--- config.mk ---
export PLATFORM = sky130hd
export DESIGN_NAME = stream_prefix
export DESIGN_NICKNAME = d
export VERILOG_FILES = /design/src/rtl/stream_prefix_pkg.sv /design/src/rtl/stream_prefix_skid.sv /design/src/rtl/stream_prefix.sv
export SDC_FILE = /design/constraint.sdc
export NUM_CORES = 1
export LEC_CHECK = 0
export BUFFER_PORTS_ARGS = -buffer_cell sky130_fd_sc_hd__buf_2
export CORE_MARGIN = 3
export CORE_UTILIZATION = 55
export DETAILED_ROUTE_END_ITERATION = 7
export GPL_TIMING_DRIVEN = 0
export PLACE_DENSITY = 0.73
export RECOVER_POWER = 50
export REMOVE_ABC_BUFFERS = 1
export SKIP_CTS_REPAIR_TIMING = 1
export SLEW_MARGIN = 20
export SYNTH_ARGS = -nofsm -noshare
export SYNTH_HDL_FRONTEND = slang
export SYNTH_SLANG_ARGS = --single-unit
--- constraint.sdc ---
create_clock -name AXIS_ACLK -period 5.2 [get_ports AXIS_ACLK]
set_clock_uncertainty 0.2 [all_clocks]
set_input_delay 0 -clock AXIS_ACLK [delete_from_list [all_inputs] [get_ports AXIS_ACLK]]
set_output_delay 0 -clock AXIS_ACLK [all_outputs]
set_load 0.02 [all_outputs]
--- src/rtl/stream_prefix_pkg.sv ---
// Shared types and the per-beat arithmetic for the stream_prefix stage.
// Latency: n/a (combinational helper only).
// Backpressure: n/a.
package stream_prefix_pkg;

  // The helper works on a wide word; callers keep only their low DW bits.
  // Modulo-2^DW sums and differences are exactly the low bits of the wide result.
  localparam int MAX_W = 64;

  typedef logic [MAX_W-1:0] word_t;

  typedef enum logic [1:0] {
    MODE_PASS = 2'd0,
    MODE_PSUM = 2'd1,
    MODE_DIFF = 2'd2,
    MODE_RSVD = 2'd3
  } mode_e;

  typedef struct packed {
    word_t r;    // result word for this beat
    word_t acc;  // accumulator value after this beat
  } calc_t;

  // On the first beat of a packet the accumulator is treated as zero.
  // Reserved mode 3 behaves like pass-through.
  function automatic calc_t prefix_calc(mode_e mode, word_t d, word_t acc, logic first);
    word_t a;
    calc_t c;
    a     = first ? '0 : acc;
    c.r   = d;
    c.acc = a;
    case (mode)
      MODE_PSUM: begin
        c.r   = a + d;
        c.acc = a + d;
      end
      MODE_DIFF: begin
        c.r   = d - a;
        c.acc = d;
      end
      default: begin
        c.r   = d;
        c.acc = a;
      end
    endcase
    return c;
  endfunction

endpackage

--- src/rtl/stream_prefix_skid.sv ---
// Two-entry main+skid register slice for a valid/ready stream of W-bit words.
// Latency: one cycle from input handshake to m_valid_o when the output is not stalled.
// Backpressure: s_ready_o is registered and drops only once both entries will be full.
module axis_skid #(
  parameter int W = 33
) (
  input  logic         clk_i,
  input  logic         rst_i,
  input  logic         s_valid_i,
  output logic         s_ready_o,
  input  logic [W-1:0] s_data_i,
  output logic         m_valid_o,
  input  logic         m_ready_i,
  output logic [W-1:0] m_data_o,
  output logic         busy_o
);

  logic         main_vld_q, main_vld_d;
  logic [W-1:0] main_dat_q, main_dat_d;
  logic         skid_vld_q, skid_vld_d;
  logic [W-1:0] skid_dat_q, skid_dat_d;
  logic         s_ready_q, s_ready_d;
  logic         consume;
  logic         accept;

  assign consume = main_vld_q & m_ready_i;
  assign accept  = s_valid_i & s_ready_q;

  // Route each accepted word to main or skid and refill main from skid, keeping order.
  always_comb begin
    main_vld_d = main_vld_q;
    main_dat_d = main_dat_q;
    skid_vld_d = skid_vld_q;
    skid_dat_d = skid_dat_q;
    if (consume) begin
      if (skid_vld_q) begin
        main_vld_d = 1'b1;
        main_dat_d = skid_dat_q;
        skid_vld_d = 1'b0;
        if (accept) begin
          skid_vld_d = 1'b1;
          skid_dat_d = s_data_i;
        end
      end else begin
        main_vld_d = accept;
        if (accept) begin
          main_dat_d = s_data_i;
        end
      end
    end else if (accept) begin
      if (!main_vld_q) begin
        main_vld_d = 1'b1;
        main_dat_d = s_data_i;
      end else begin
        skid_vld_d = 1'b1;
        skid_dat_d = s_data_i;
      end
    end
    // Ready for next cycle exactly when the skid entry will be free.
    s_ready_d = ~skid_vld_d;
  end

  // Storage and registered ready; everything clears on reset.
  always_ff @(posedge clk_i or posedge rst_i) begin
    if (rst_i) begin
      main_vld_q <= 1'b0;
      main_dat_q <= '0;
      skid_vld_q <= 1'b0;
      skid_dat_q <= '0;
      s_ready_q  <= 1'b0;
    end else begin
      main_vld_q <= main_vld_d;
      main_dat_q <= main_dat_d;
      skid_vld_q <= skid_vld_d;
      skid_dat_q <= skid_dat_d;
      s_ready_q  <= s_ready_d;
    end
  end

  assign s_ready_o = s_ready_q;
  assign m_valid_o = main_vld_q;
  assign m_data_o  = main_dat_q;
  assign busy_o    = main_vld_q | skid_vld_q;

endmodule

--- src/rtl/stream_prefix.sv ---
// Per-packet stream transform: pass-through, running prefix sum or first difference.
// Latency: one cycle from input handshake to M_AXIS when the output is not stalled.
// Backpressure: registered S_AXIS_TREADY via a main+skid slice; full rate with M_AXIS_TREADY high.
module stream_prefix
  import stream_prefix_pkg::*;
#(
  parameter int DW = 32,
  parameter int CW = 16
) (
  input  logic          AXIS_ACLK,
  input  logic          AXIS_ARESET,
  input  logic [1:0]    MODE,
  input  logic          S_AXIS_TVALID,
  output logic          S_AXIS_TREADY,
  input  logic [DW-1:0] S_AXIS_TDATA,
  input  logic [3:0]    S_AXIS_TSTRB,
  input  logic          S_AXIS_TLAST,
  output logic          M_AXIS_TVALID,
  input  logic          M_AXIS_TREADY,
  output logic [DW-1:0] M_AXIS_TDATA,
  output logic [3:0]    M_AXIS_TSTRB,
  output logic          M_AXIS_TLAST,
  output logic [CW-1:0] PKT_CNT,
  output logic          BUSY
);

  localparam int SW = DW + 1;

  logic          in_pkt_q, in_pkt_d;
  mode_e         mode_q, mode_d;
  logic [DW-1:0] acc_q, acc_d;
  logic [CW-1:0] pkt_cnt_q, pkt_cnt_d;

  logic          s_rdy;
  logic          accept;
  logic          stage_busy;
  mode_e         mode_eff;
  calc_t         calc;
  logic [SW-1:0] res_dat;
  logic [SW-1:0] out_dat;

  // Upstream always drives full strobes; the strobe carries no information here.
  logic tstrb_unused;
  assign tstrb_unused = ^S_AXIS_TSTRB;

  assign accept = S_AXIS_TVALID & s_rdy;

  // Compute this beat's result; the first beat of a packet uses the live MODE input.
  always_comb begin
    mode_eff = in_pkt_q ? mode_q : mode_e'(MODE);
    calc     = prefix_calc(mode_eff, word_t'(S_AXIS_TDATA), word_t'(acc_q), ~in_pkt_q);
    res_dat  = {S_AXIS_TLAST, calc.r[DW-1:0]};
  end

  // Upper bits of the wide helper result are discarded by design.
  if (DW < MAX_W) begin : g_hi
    logic calc_hi_unused;
    assign calc_hi_unused = ^{calc.r[MAX_W-1:DW], calc.acc[MAX_W-1:DW]};
  end

  // Packet-level state: mode latch, accumulator, and clearing at TLAST.
  always_comb begin
    in_pkt_d = in_pkt_q;
    mode_d   = mode_q;
    acc_d    = acc_q;
    if (accept) begin
      if (!in_pkt_q) begin
        mode_d = mode_eff;
      end
      if (S_AXIS_TLAST) begin
        in_pkt_d = 1'b0;
        acc_d    = '0;
      end else begin
        in_pkt_d = 1'b1;
        acc_d    = calc.acc[DW-1:0];
      end
    end
  end

  // Count packets as their last beat leaves on the output handshake.
  always_comb begin
    pkt_cnt_d = pkt_cnt_q;
    if (M_AXIS_TVALID && M_AXIS_TREADY && M_AXIS_TLAST) begin
      pkt_cnt_d = pkt_cnt_q + CW'(1);
    end
  end

  // State registers; reset discards any packet in progress.
  always_ff @(posedge AXIS_ACLK or posedge AXIS_ARESET) begin
    if (AXIS_ARESET) begin
      in_pkt_q  <= 1'b0;
      mode_q    <= MODE_PASS;
      acc_q     <= '0;
      pkt_cnt_q <= '0;
    end else begin
      in_pkt_q  <= in_pkt_d;
      mode_q    <= mode_d;
      acc_q     <= acc_d;
      pkt_cnt_q <= pkt_cnt_d;
    end
  end

  axis_skid #(
    .W (SW)
  ) u_skid (
    .clk_i     (AXIS_ACLK),
    .rst_i     (AXIS_ARESET),
    .s_valid_i (S_AXIS_TVALID),
    .s_ready_o (s_rdy),
    .s_data_i  (res_dat),
    .m_valid_o (M_AXIS_TVALID),
    .m_ready_i (M_AXIS_TREADY),
    .m_data_o  (out_dat),
    .busy_o    (stage_busy)
  );

  assign S_AXIS_TREADY = s_rdy;
  assign M_AXIS_TDATA  = out_dat[DW-1:0];
  assign M_AXIS_TLAST  = out_dat[DW];
  assign M_AXIS_TSTRB  = 4'hf;
  assign PKT_CNT       = pkt_cnt_q;
  assign BUSY          = in_pkt_q | stage_busy;

endmodule

==> impl_results.md <==
* Run status: complete, but fails checks
* Failing checks: negative hold slack, max-capacitance violations, max-slew violations
* Die area at 19560 sq um
* Fin nets at 1423
* Final TNS setup at 0 ps
* IO Port Bufs at 90
* Minimum clock period at 4568 ps
* First drt pass iteration count at 5
* Top FF cell, synth: dfrtp_1
* Period utilization at 87.84%
* Vias post-DR at 9852
* Nature of the critical path endpoint: flip-flop
* Die width at 139.8 um
* CTS clk-pin slew, worst paths at 60 ps
* CTS tree: done
* Syn. warnings at 0
* Relative max-transition margin at -44.33%
* Cells after Synth at 1245
* Clk sinks at 120
* Mapped Area at 9853 sq um
* Highest metal used: met4
* H-tree Lvls at 4
* Clock Tree Buf Depth at 2
* RSZ-0062 raised after global routing: false
* Max capacitance violation total at 2
* Post-synth EDFFs at 0
* GPL Wtd Cong at 0.9758
* Placed cell area at 10470 sq um
* Part of the power in the clock network at 17.2%
* Combinational power share at 59.4%
* ANT cells at 0
* Core ar. at 17420 sq um
* Pin count of the biggest net entering global routing at 73
* CP most frequent cell: a31oi_1
* Leak at 5.093 nW
* Slowest CP cell: dfrtp_2
* Initial drt markers at 972
* Multi-input logic area at 6347 sq um
* Vias in the first global route at 8958
* Max Fclk at 218.9 MHz
* Hpwl dp at 20800 um
* Pwr dens at 612.0 nW/um^2
* CP required at 5300 ps
* DR WL/cell at 19.32 um
* Distinct cell type count after synthesis at 82
* Seq pwr share at 23.4%
* Worst vdd ir at 405.9 uV
* Worst slew pin tran at 2153 ps
* Final hold vios at 1
* FF+latch count, synth at 120
* Slowest stage delay, CP at 700 ps
* Worst-Skew Late Latency at 430 ps
* Detail Route Antenna Nets at 0
* Crit path max fanout at 32
* DR vias/cell at 6.332
* Cell breakdown of the critical path: buf_12 -> nand2_1 -> ha_1 -> nor2b_1 -> o211ai_1 -> a31oi_1 -> a211oi_2 -> o31ai_1 -> a31oi_1 -> o211a_1 -> nor3_1 -> o21ai_1
* First-pass GRT wire length at 48110 um
* Reg area at 3004 sq um
* Die height at 139.8 um
* Cts bufs inserted at 17
* Layout Area Growth over Synthesis at 15.28%
* Num ports at 99
* Total grt overflow at 0
* Final Setup Violations at 0
* Met3 wire len at 2269 um
* Hold slack at -12.32 ps
* Total GRT Usage at 30.17%
* Root Buffer: clkbuf_16
* Worst Hold Class: in2reg
* Crit Path Class: reg2reg
* Post-synth ARST share at 100.0%
* Startpoint Class: flip-flop
* Non-Filler Instances at 1556
* Initial antenna violation count at 0
* Met2 WL post-DR at 13430 um
* Met1 WL at 13720 um
* Switching power at 3.406 mW
* # placed instances at 1486
* Seq/Total Area, Yosys at 30.48%
* Final Slew Violations at 123
* Pint at 3.545 mW
* DRC at 0
* Sw Share at 49.00%
* Routed WL at 30060 um
* Row Count at 48
* Mapped Avg Cell Area at 7.914 sq um
* Initial core utilization at 56.57%
* Fillcell total at 1553
* Fraction of layout cells with a size suffix above 1 at 9.842%
* CP Data Arrival Time at 4670 ps
* Final Cell Area at 11360 sq um
-- final timing paths --
check | start | end | cells after the start | slack (ps)
worst max-delay path | in_pkt_q | u_skid.skid_dat_q[31] | 12 | 630
worst min-delay path | S_AXIS_TLAST | u_skid.m_data_o[32] | 3 | -10
worst max register to register | in_pkt_q | u_skid.skid_dat_q[31] | 12 | 630
worst min register to register | u_skid.skid_dat_q[4] | u_skid.skid_dat_q[4] | 2 | 270
max in group asynchronous | AXIS_ARESET | in_pkt_q | 4 | 1630
min in group asynchronous | AXIS_ARESET | PKT_CNT[3] | 3 | 480
-- state kept, by name, indices dropped and copies added, names as in the netlist --
name and flops:
u_skid.m_valid_o 1, PKT_CNT 16, u_skid.skid_vld_q 1, acc_q 32, u_skid.s_ready_o 1, u_skid.skid_dat_q 33
mode_q 2, u_skid.m_data_o 33, in_pkt_q 1
-- cells by family after synthesis --
group / synth area share (%)
other cells: 0.03806
compound gates: 28.61
xor+xnor: 5.156
mux: 1.587
buf+inv: 5.562
flops: 30.48
fa+ha+maj: 7.949
simple gates: 20.62
-- cell usage in the layout, fill, tap and decap left out, types with 8 or more instances in the layout --
| master | instances |
|---|---|
| a211oi_1 | 10 |
| a21o_1 | 35 |
| a21oi_1 | 81 |
| a221o_1 | 19 |
| a221oi_1 | 21 |
| a22o_1 | 8 |
| a22oi_1 | 12 |
| a31oi_1 | 22 |
| and3_1 | 10 |
| buf_2 | 56 |
| clkbuf_1 | 37 |
| clkbuf_16 | 17 |
| dfrtp_1 | 119 |
| dlygate4sd3_1 | 37 |
| ha_1 | 59 |
| inv_1 | 50 |
| mux2i_1 | 10 |
| nand2_1 | 211 |
| nand2b_1 | 11 |
| nand3_1 | 35 |
| nand3b_1 | 9 |
| nor2_1 | 84 |
| nor3_1 | 23 |
| nor4_1 | 13 |
| o211ai_1 | 8 |
| o21ai_0 | 58 |
| o21ai_1 | 19 |
| o21bai_1 | 11 |
| o31ai_1 | 21 |
| or3_1 | 17 |
| xnor2_1 | 40 |
| xor2_1 | 18 |
-- layer usage --
metal	up-vias	GRT usage (%)
li1	4640	-
met1	4743	43.82
met2	422	46.49
met3	47	4.983
met4	0	8.873
met5	-	0
-- metrics by stage --
step	hold WS [ps]	utilization (%)	power, mW	setup slack (ps)
after global routing	37.02	65.22	7.451	453.9
after global placement	50.16	58.88	5.502	-2705
final	-12.32	65.22	6.952	632.3
after CTS	-575.1	63.37	6.886	718.5
after floorplan	-102.6	-	4.413	303.3
after detailed placement	-128.7	60.09	5.668	738.2
-- synthesized netlist by cell type, drive strengths merged, types with 8 or more instances --
cell,n,area (sq um)
nor4,13,81.33
inv,53,198.9
nor2,86,322.8
or3,17,106.4
nand2,212,795.8
xnor2,40,350.3
o21ai,77,385.4
o21bai,11,82.58
nand3,36,185.2
buf,16,82.58
o211ai,8,60.06
nand2b,11,68.82
mux2i,10,100.1
a31oi,23,150.1
a221oi,23,225.2
a22o,9,78.83
xor2,18,157.7
clkbuf,69,259.0
a21o,35,262.8
and3,10,62.56
a211oi,13,112.6
a221o,19,190.2
a21oi,81,405.4
o31ai,22,170.2
nand3b,9,67.56
ha,61,763.2
dfrtp,120,3003
a22oi,13,97.59
nor3,23,115.1
-- critical path, delay by kind of cell (launching register included) --
| kind | cells | cell delay [ps] |
|---|---|---|
| compound gates | 7 | 2350 |
| fa+ha+maj | 1 | 330 |
| simple gates | 3 | 570 |
| buf+inv | 1 | 270 |
| flops | 1 | 700 |
-- power by group through the flow --
stage	registers (mW)	clock network [mW]	logic (mW)
floorplan	1.78	0	2.63
global placement	1.66	0	3.85
detailed placement	1.63	0	4.04
CTS	1.62	1.20	4.07
global route	1.68	1.24	4.53
finish	1.63	1.19	4.13
-- layout make-up --
| cell class | instances | area share (%) |
|---|---|---|
| Multi-Input combinational cell | 988 | 55.88 |
| Inverter | 55 | 1.840 |
| Clock inverter | 11 | 1.069 |
| Clock buffer | 21 | 3.966 |
| Tap cell | 225 | 2.479 |
| Sequential cell | 120 | 26.45 |
| Timing Repair Buffer | 136 | 8.317 |
Note: power is estimated with default switching activity, not from simulation.
